## src/rtl/mod4051_mult_seq.sv

```systemverilog
// Sequential modular multiplier: result = (a * b) mod 4051.
// Each 12-bit operand is split into four 3-bit digits. All 16 digit pairs are
// processed one per cycle through one shared 3x3 product path. Every weighted
// partial product is reduced and then folded into a running residue.
// Optional feature: define MOD4051_MULT_SEQ_ABORT_EN to add an abort input.
// An abort in CALC or HOLD returns the block to IDLE.
//
// state | meaning
// ------+--------------------------------------------------------------
// IDLE  | waiting for an operand pair; in_ready high
// CALC  | 16 digit-pair steps; step counter s selects a_i (s[3:2]), b_j (s[1:0])
// HOLD  | result presented with out_valid high until out_ready
module mod4051_mult_seq #(
  parameter int MODULUS = 4051,
  parameter int DIGIT_W = 3
) (
  input  logic                 clk,
  input  logic                 rst_n,
  input  logic                 in_valid,
  output logic                 in_ready,
  input  logic [4*DIGIT_W-1:0] a,
  input  logic [4*DIGIT_W-1:0] b,
  output logic                 out_valid,
  input  logic                 out_ready,
  output logic [4*DIGIT_W-1:0] result,
`ifdef MOD4051_MULT_SEQ_ABORT_EN
  output logic                 busy,
  input  logic                 abort
`else
  output logic                 busy
`endif
);

  localparam int OP_W   = 4 * DIGIT_W;
  localparam int PROD_W = 2 * DIGIT_W;
  localparam int WP_W   = PROD_W + OP_W;
  localparam logic [WP_W-1:0] MOD_WP  = WP_W'(MODULUS);
  localparam logic [OP_W:0]   MOD_SUM = (OP_W + 1)'(MODULUS);

  typedef enum logic [1:0] {
    IDLE = 2'd0,
    CALC = 2'd1,
    HOLD = 2'd2
  } state_t;

  state_t state, state_nxt;

  logic [3:0]         step;
  logic [OP_W-1:0]    a_q;
  logic [OP_W-1:0]    b_q;
  logic [OP_W-1:0]    acc;

  logic [DIGIT_W-1:0] dig_a;
  logic [DIGIT_W-1:0] dig_b;
  logic [2:0]         wt_idx;
  logic [OP_W-1:0]    wt;
  logic [PROD_W-1:0]  prod;
  logic [WP_W-1:0]    wprod;
  logic [OP_W-1:0]    term;
  logic [OP_W:0]      sum;
  logic [OP_W-1:0]    acc_nxt;
  logic               accept;
  logic               abort_req;

  // 2^(3k) mod 4051 for k = 0..6; the only weights any digit pair needs.
  function automatic logic [OP_W-1:0] weight(input logic [2:0] k);
    case (k)
      3'd0:    weight = OP_W'(1);
      3'd1:    weight = OP_W'(8);
      3'd2:    weight = OP_W'(64);
      3'd3:    weight = OP_W'(512);
      3'd4:    weight = OP_W'(45);
      3'd5:    weight = OP_W'(360);
      3'd6:    weight = OP_W'(2880);
      default: weight = OP_W'(0);
    endcase
  endfunction

  // Reset gates in_ready so it is low while reset is held, even though state is IDLE.
  assign in_ready  = (state == IDLE) && rst_n;
  assign out_valid = (state == HOLD);
  assign busy      = (state != IDLE);
  assign result    = acc;
  assign accept    = in_valid && in_ready;

`ifdef MOD4051_MULT_SEQ_ABORT_EN
  assign abort_req = abort && (state != IDLE);
`else
  assign abort_req = 1'b0;
`endif

  // Shared digit-product path: select digits, weight, reduce, then add modulo.
  always_comb begin
    dig_a   = a_q[int'(step[3:2]) * DIGIT_W +: DIGIT_W];
    dig_b   = b_q[int'(step[1:0]) * DIGIT_W +: DIGIT_W];
    wt_idx  = {1'b0, step[3:2]} + {1'b0, step[1:0]};
    wt      = weight(wt_idx);
    prod    = PROD_W'(dig_a) * PROD_W'(dig_b);
    wprod   = WP_W'(prod) * WP_W'(wt);
    term    = OP_W'(wprod % MOD_WP);
    sum     = {1'b0, acc} + {1'b0, term};
    acc_nxt = (sum >= MOD_SUM) ? OP_W'(sum - MOD_SUM) : OP_W'(sum);
  end

  // Next-state logic; abort overrides every non-IDLE transition.
  always_comb begin
    state_nxt = state;
    case (state)
      IDLE:    if (accept) state_nxt = CALC;
      CALC:    if (step == 4'd15) state_nxt = HOLD;
      HOLD:    if (out_ready) state_nxt = IDLE;
      default: state_nxt = IDLE;
    endcase
    if (abort_req) state_nxt = IDLE;
  end

  // State register.
  always_ff @(posedge clk or negedge rst_n) begin
    if (!rst_n) state <= IDLE;
    else        state <= state_nxt;
  end

  // Operand capture, step counter and accumulator.
  // The accumulator is kept after HOLD exits so result keeps its last value.
  always_ff @(posedge clk or negedge rst_n) begin
    if (!rst_n) begin
      a_q  <= '0;
      b_q  <= '0;
      acc  <= '0;
      step <= '0;
    end else if (abort_req) begin
      acc  <= '0;
      step <= '0;
    end else if (accept) begin
      a_q  <= a;
      b_q  <= b;
      acc  <= '0;
      step <= '0;
    end else if (state == CALC) begin
      acc  <= acc_nxt;
      step <= step + 4'd1;
    end
  end

endmodule

```

## config.mk

```make
export PLATFORM = sky130hd
export DESIGN_NAME = mod4051_mult_seq
export DESIGN_NICKNAME = d
export VERILOG_FILES = /design/src/rtl/mod4051_mult_seq.sv
export SDC_FILE = /design/constraint.sdc
export NUM_CORES = 1
export LEC_CHECK = 0
export CAP_MARGIN = 10
export CORE_MARGIN = 4
export CORE_UTILIZATION = 40
export CTS_CLUSTER_SIZE = 20
export DETAILED_ROUTE_END_ITERATION = 8
export HOLD_SLACK_MARGIN = 0.15
export SLEW_MARGIN = 25
export SYNTH_ARGS = -nofsm -noshare
export SYNTH_HDL_FRONTEND = slang
export SYNTH_SLANG_ARGS = --single-unit
```

## constraint.sdc

```tcl
create_clock -name clk -period 22.5 [get_ports clk]
set_clock_uncertainty 0.15 [all_clocks]
set_input_delay 4.5 -clock clk [delete_from_list [all_inputs] [get_ports clk]]
set_output_delay 4.5 -clock clk [all_outputs]
set_load 0.03 [all_outputs]
```

# Yosys cells after proc, flatten, opt, wreduce, memory -nomap -nowiden
# Cells that the tools add are included.
# W data, S select, Z words.
totals:
  wordCells: 46
  regBits: 42
  in_bits: 28
  out_inout_bits: 15
classes:
  div_mod_pow: 1
  order_cmp: 1
  n_reduce_logical: 7
  n_mux: 10
  shift: 2
  n_eq_ne: 12
  add_sub_neg: 4
  n_mul: 4
op_table:
  columns: ["op", "count"]
  rows:
  - ["$pmux W12 S7", 1]
  - ["$mux W12", 3]
  - ["$shiftx A12 B5 Y3", 2]
  - ["$mod A18 B12 Y18 const B", 1]
  - ["$mul A6 B12 Y18", 1]
  - ["$add A12 B12 Y13", 1]
  - ["$ge A13 B12 Y1 const B", 1]
  - ["$sub A12 B12 Y12 const B", 1]
  - ["$eq A3 B3 Y1 const B", 3]
  - ["$mul A2 B2 Y4 const B", 2]
  - ["$mux W4", 2]
  - ["$eq A3 B2 Y1 const B", 2]
  - ["$mul A3 B3 Y6", 1]
  - ["$mux W2", 3]
  - ["$pmux W2 S3", 1]
  - ["$add A4 B1 Y4 const B", 1]
  - ["$eq A4 B4 Y1 const B", 1]
  - ["$ne A2 B2 Y1 const B", 2]
  - ["$reduce_bool A2 Y1", 2]
  - ["$add A2 B2 Y3", 1]
  - ["$eq A3 B1 Y1 const B", 1]
  - ["$logic_not A3 Y1", 1]
  - ["$reduce_and A3 Y1", 1]
  - ["$eq A2 B1 Y1 const B", 1]
  - ["4 further kinds", 5]

# Logic depth before layout (Yosys ltp)
depth:
  depth_word: 10
  mapped_depth: 71

# Worst setup path after synthesis
# Ideal clock, no wire load.
synth_path:
  kind: "register to register"
  startpoint: "register step[0]"
  endpoint: "register acc[10] (netlist: result[10])"
  path_stages_with_launch: 69
  path_slack_ns: 6.824
  period_less_slack_ns: 15.676
  arrival_time_ns: 15.388
  setup_time_ns: 0.138
  required_ns: 22.212
  path_cell_list: "dfrtp_1 > clkbuf_1 > mux4_2 > nand2_1 > fa_1 > inv_1 > ha_1 > fa_1 > xnor2_1 > nor2_1 > ha_1 > fa_1 > inv_1 > fa_1 > inv_1 > ha_1 > buf_6 > and3_1 > [33 not listed] > a21o_1 > a21oi_1 > o21bai_1 > a21oi_1 > nor2b_1 > o21a_1 > o21ai_0 > nand2b_1 > a21oi_1 > xor2_1 > nor3_1 > a211oi_1 > nor2_1 > a2bb2oi_1 > nor2_1 > nand3_1 > xor2_1 > o22ai_1"
synth_between:
  elab_chain_len: 10
synth_lines:
  columns: ["item", "line_no", "source"]
  rows:
  - ["from (decl)", "48", "logic [3:0] step;"]
  - ["from (signal assigned)", "141", "step <= step + 4'd1;"]
  - ["$mul A2 B2 Y4 / $add A2 B2 Y3 (equally long branches)", "95, 96", null]
  - ["$shiftx A12 B5 Y3, or another cell as far along", "95", "dig_b = b_q[int'(step[1:0]) * DIGIT_W +: DIGIT_W];"]
  - ["$mul A3 B3 Y6 / $pmux W12 S7 (equally long branches)", "98, 67", null]
  - ["$mul A6 B12 Y18 *", "99", "wprod = WP_W'(prod) * WP_W'(wt);"]
  - ["$mod A18 B12 Y18 *", "100", "term = OP_W'(wprod % MOD_WP);"]
  - ["$add A12 B12 Y13 *", "101", "sum = {1'b0, acc} + {1'b0, term};"]
  - ["$sub A12 B12 Y12 / $ge A13 B12 Y1 (equally long branches)", "102", "acc_nxt = (sum >= MOD_SUM) ? OP_W'(sum - MOD_SUM) : OP_W'(sum);"]
  - ["$mux W12 *", "102", null]
  - ["$mux W12 *", "139", "end else if (state == CALC) begin"]
  - ["$mux W12 *", "134", "end else if (accept) begin"]
  - ["to (signal assigned)", "140", "acc <= acc_nxt;"]
  - ["to (decl)", "51", "logic [OP_W-1:0] acc;"]
# Every way passes the cells marked *; elsewhere a longest branch is shown, timed or not. The select of a mux whose other input is x is not followed.
# A chain may end at the register's enable or synchronous reset.

# Worst setup path after layout
# Ends and elaborated chain as after synthesis.

==> results_dict.tcl <==
set metrics [dict create \
    status "completed" \
    hp-class "reg -> reg" \
    finalHoldViolations 0 \
    gp_routability_congestion 0.8612 \
    cts_setup_buffers 0 \
    cp-start-kind "flip-flop" \
    yosysTopAreaCell "dfrtp_1" \
    clkTransAtPathRegs_ns 0.06 \
    hpwl_microns 16680 \
    port_buffers 42 \
    cp_slowest_cell "a211oi_1" \
    synth_top_area_share 0.1307 \
    multi_input_area_sq_um 6586 \
    yosys-top-cells-count "106 x nor2_1, 70 x nand2_1, 66 x ha_1" \
    pin_count 43 \
    max_stage_delay_ns 0.79 \
    seqCellArea_sq_um 1051 \
    cts_root_buf "clkbuf_16" \
    worstPathArrival_ns 18.37 \
    vias 7493 \
    ys_types 104 \
    wl_microns 20700 \
    synth_area_sq_um 8039 \
    fin_hold_ws_ns 0.3522 \
    endpoint_kind "flip-flop" \
    worst_pin_slew_ns 0.9497 \
    syn_nets 1113 \
    cts_sinks 42 \
    slew_violations 0 \
    drc 0 \
    holdBufCountCts 0 \
    max_cap_violations 0 \
    grt_pass1_vias 7303 \
    r2r_slack_ns 4.11 \
    diodes 0 \
    layout.cells.non_filler 1278 \
    grt_start_max_net_pins 45 \
    ys_seq_elements 42 \
    nets 1128 \
    dp.cells 1270 \
    post_drt_wl_per_cell_microns 16.19 \
    fmax_ghz 0.05438 \
    synth.yosys.seq_area_share 0.1307 \
    crit_path_frequent_cell "ha_1" \
    drt_iter0_drc 531 \
    holdPathEnd "a_q[1]$_DFFE_PN0P_" \
    min_period_ns 18.39 \
    grt_pass1_wl_microns 35280 \
    syn_to_final_growth_pct 9.230 \
    clock_latency_ns 0.29 \
    die-area_sq_um 22430 \
    cts_resized 0 \
    setup_violations 0 \
    die_h_microns 149.8 \
    yosysMostFrequentCell "nor2_1" \
    drive_above_1_share 0.1046 \
    filler_cell_count 1946 \
    cp.required_ns 22.48 \
    first_pass_iters 5 \
    synth_ff_type "dfrtp_1" \
    h-tree-depth 2 \
    vias_per_cell 5.863 \
    path_max_fanout 16 \
    yosys_warnings 0 \
    die_x_microns 149.8 \
    start_util 0.4104 \
    rr_worst_depth 64 \
    grt-ovfl-total 0 \
    fp-row-count 51 \
    synth_area_leaders "dfrtp_1 13%, ha_1 10%, fa_1 5.5%" \
    timing.rr.start "step[0]$_DFFE_PN0P_" \
    fin_setup_tns_ns 0 \
    fin_crit_sh 0.8173 \
    numCtsBuffers 5 \
    synth_edf_count 0 \
    hold_path_depth 1 \
    synthArstFlopShare 1.000 \
    core-area_sq_um 19590 \
    holdCritStartpoint "a_q[1]$_DFFE_PN0P_" \
    grt_usage 0.1836 \
    critPathKind "reg -> reg" \
    synthCells 997 \
    cts_tree "built" \
    synth_area_per_cell_sq_um 8.063 \
    grt_antenna_before_repair 0 \
    fin_util 0.4482 \
    reg2reg_to "result[10]$_DFFE_PN0P_" \
    rsz0062_at_grt "no" \
    final_antenna_net_count 0 \
    max_slew_margin 0.3630 \
    clock_path_buffers 2 \
]
==> kinds of logic (layout without fill, tap and decap cells) <==
family                   count (synthesis)  count (layout)  synth area share
AND/OR/NAND/NOR                        372             372            0.2341
multiplexers                            45              45           0.07035
buffers and inverters                   98             114           0.04996
adder cells (fa/ha/maj)                 89              89            0.1588
AO/OA/AOI/OAI                          290             290            0.2868
XOR/XNOR                                61              61           0.06926
flip-flops                              42              42            0.1307
==> worst max-delay path: cells and delay by family, from the launching register on <==
family                   cells  cell delay, ns
AND/OR/NAND/NOR             17            3.38
AO/OA/AOI/OAI               26            7.68
flip-flops                   1            0.50
XOR/XNOR                     6            1.81
multiplexers                 2            0.75
buffers and inverters        3            0.14
adder cells (fa/ha/maj)     10            3.77
==> sequential cells by signal, summed over array words and instances (netlist names) <==
register / flops
a_q: 12
b_q: 12
result: 12
state: 2
step: 4
==> through the flow <==
step                worst slack [ns]  instance area (sq um)
detailed placement             4.296                   8632
global route                   2.891                   8781
global placement               4.765                   8632
CTS                            4.263                   8781
floorplan                      6.824                   8039
finish                         4.111                   8781
==> cell usage in the layout (no fill, tap or decap), types with 5 or more instances in the layout <==
master             n
mux2_2            28
nor2_1           106
nor3_1            23
a211oi_1           8
mux4_2             6
o2111ai_1          6
clkbuf_16          5
nand2b_1          13
fa_1              22
a21o_1            23
a211o_1            9
a211oi_2           6
nand2_1           70
and2_1            28
o21a_1             9
nand4_1           11
o21ai_1            8
clkdlybuf4s50_1   41
o21bai_1           7
and4_1             5
ha_1              66
nand3_1           34
o22ai_1           20
a31oi_1            7
nor4_1             7
mux2i_1           10
o211ai_1          10
and3_1            24
o21ai_0           28
dfrtp_1           42
inv_1             61
xor2_1            18
or2_2              5
a21oi_1           57
o221ai_1           5
nor2b_1           12
xnor2_1           40
or3_1              9
==> area by class of cell <==
class / count / area share
multi-input combinational: 857 / 0.7501
inverter: 62 / 0.02650
timing repair buffer: 44 / 0.04902
clock inverter: 3 / 0.002707
clock buffer: 5 / 0.01425
sequential: 42 / 0.1197
tap: 265 / 0.03776
==> worst max-delay path by stage <==
| stage | startpoint | endpoint | slack (ns) | depth (start not counted) |
|---|---|---|---|---|
| 2_1_floorplan | step[0]$_DFFE_PN0P_ | result[10]$_DFFE_PN0P_ | 6.82 | 68 |
| 5_1_grt | step[0]$_DFFE_PN0P_ | result[10]$_DFFE_PN0P_ | 2.89 | 64 |
| 6_report | step[0]$_DFFE_PN0P_ | result[10]$_DFFE_PN0P_ | 4.11 | 64 |
| 3_5_place_dp | step[0]$_DFFE_PN0P_ | result[10]$_DFFE_PN0P_ | 4.30 | 64 |
| 4_1_cts | step[0]$_DFFE_PN0P_ | result[10]$_DFFE_PN0P_ | 4.26 | 64 |
| 3_3_place_gp | step[0]$_DFFE_PN0P_ | result[10]$_DFFE_PN0P_ | 4.77 | 64 |
==> metal layers <==
layer | vias up | global-route usage | share of wire
met5 | - | 0 | 0
met3 | 24 | 0.01696 | 0.037
li1 | 3741 | - | -
met1 | 3549 | 0.2627 | 0.49
met4 | 0 | 0.03385 | 0.012
met2 | 179 | 0.3050 | 0.46
Power is left out: the tool's default activity adds up to more than one toggle a clock period on the data nets, which glitch-free logic cannot reach.
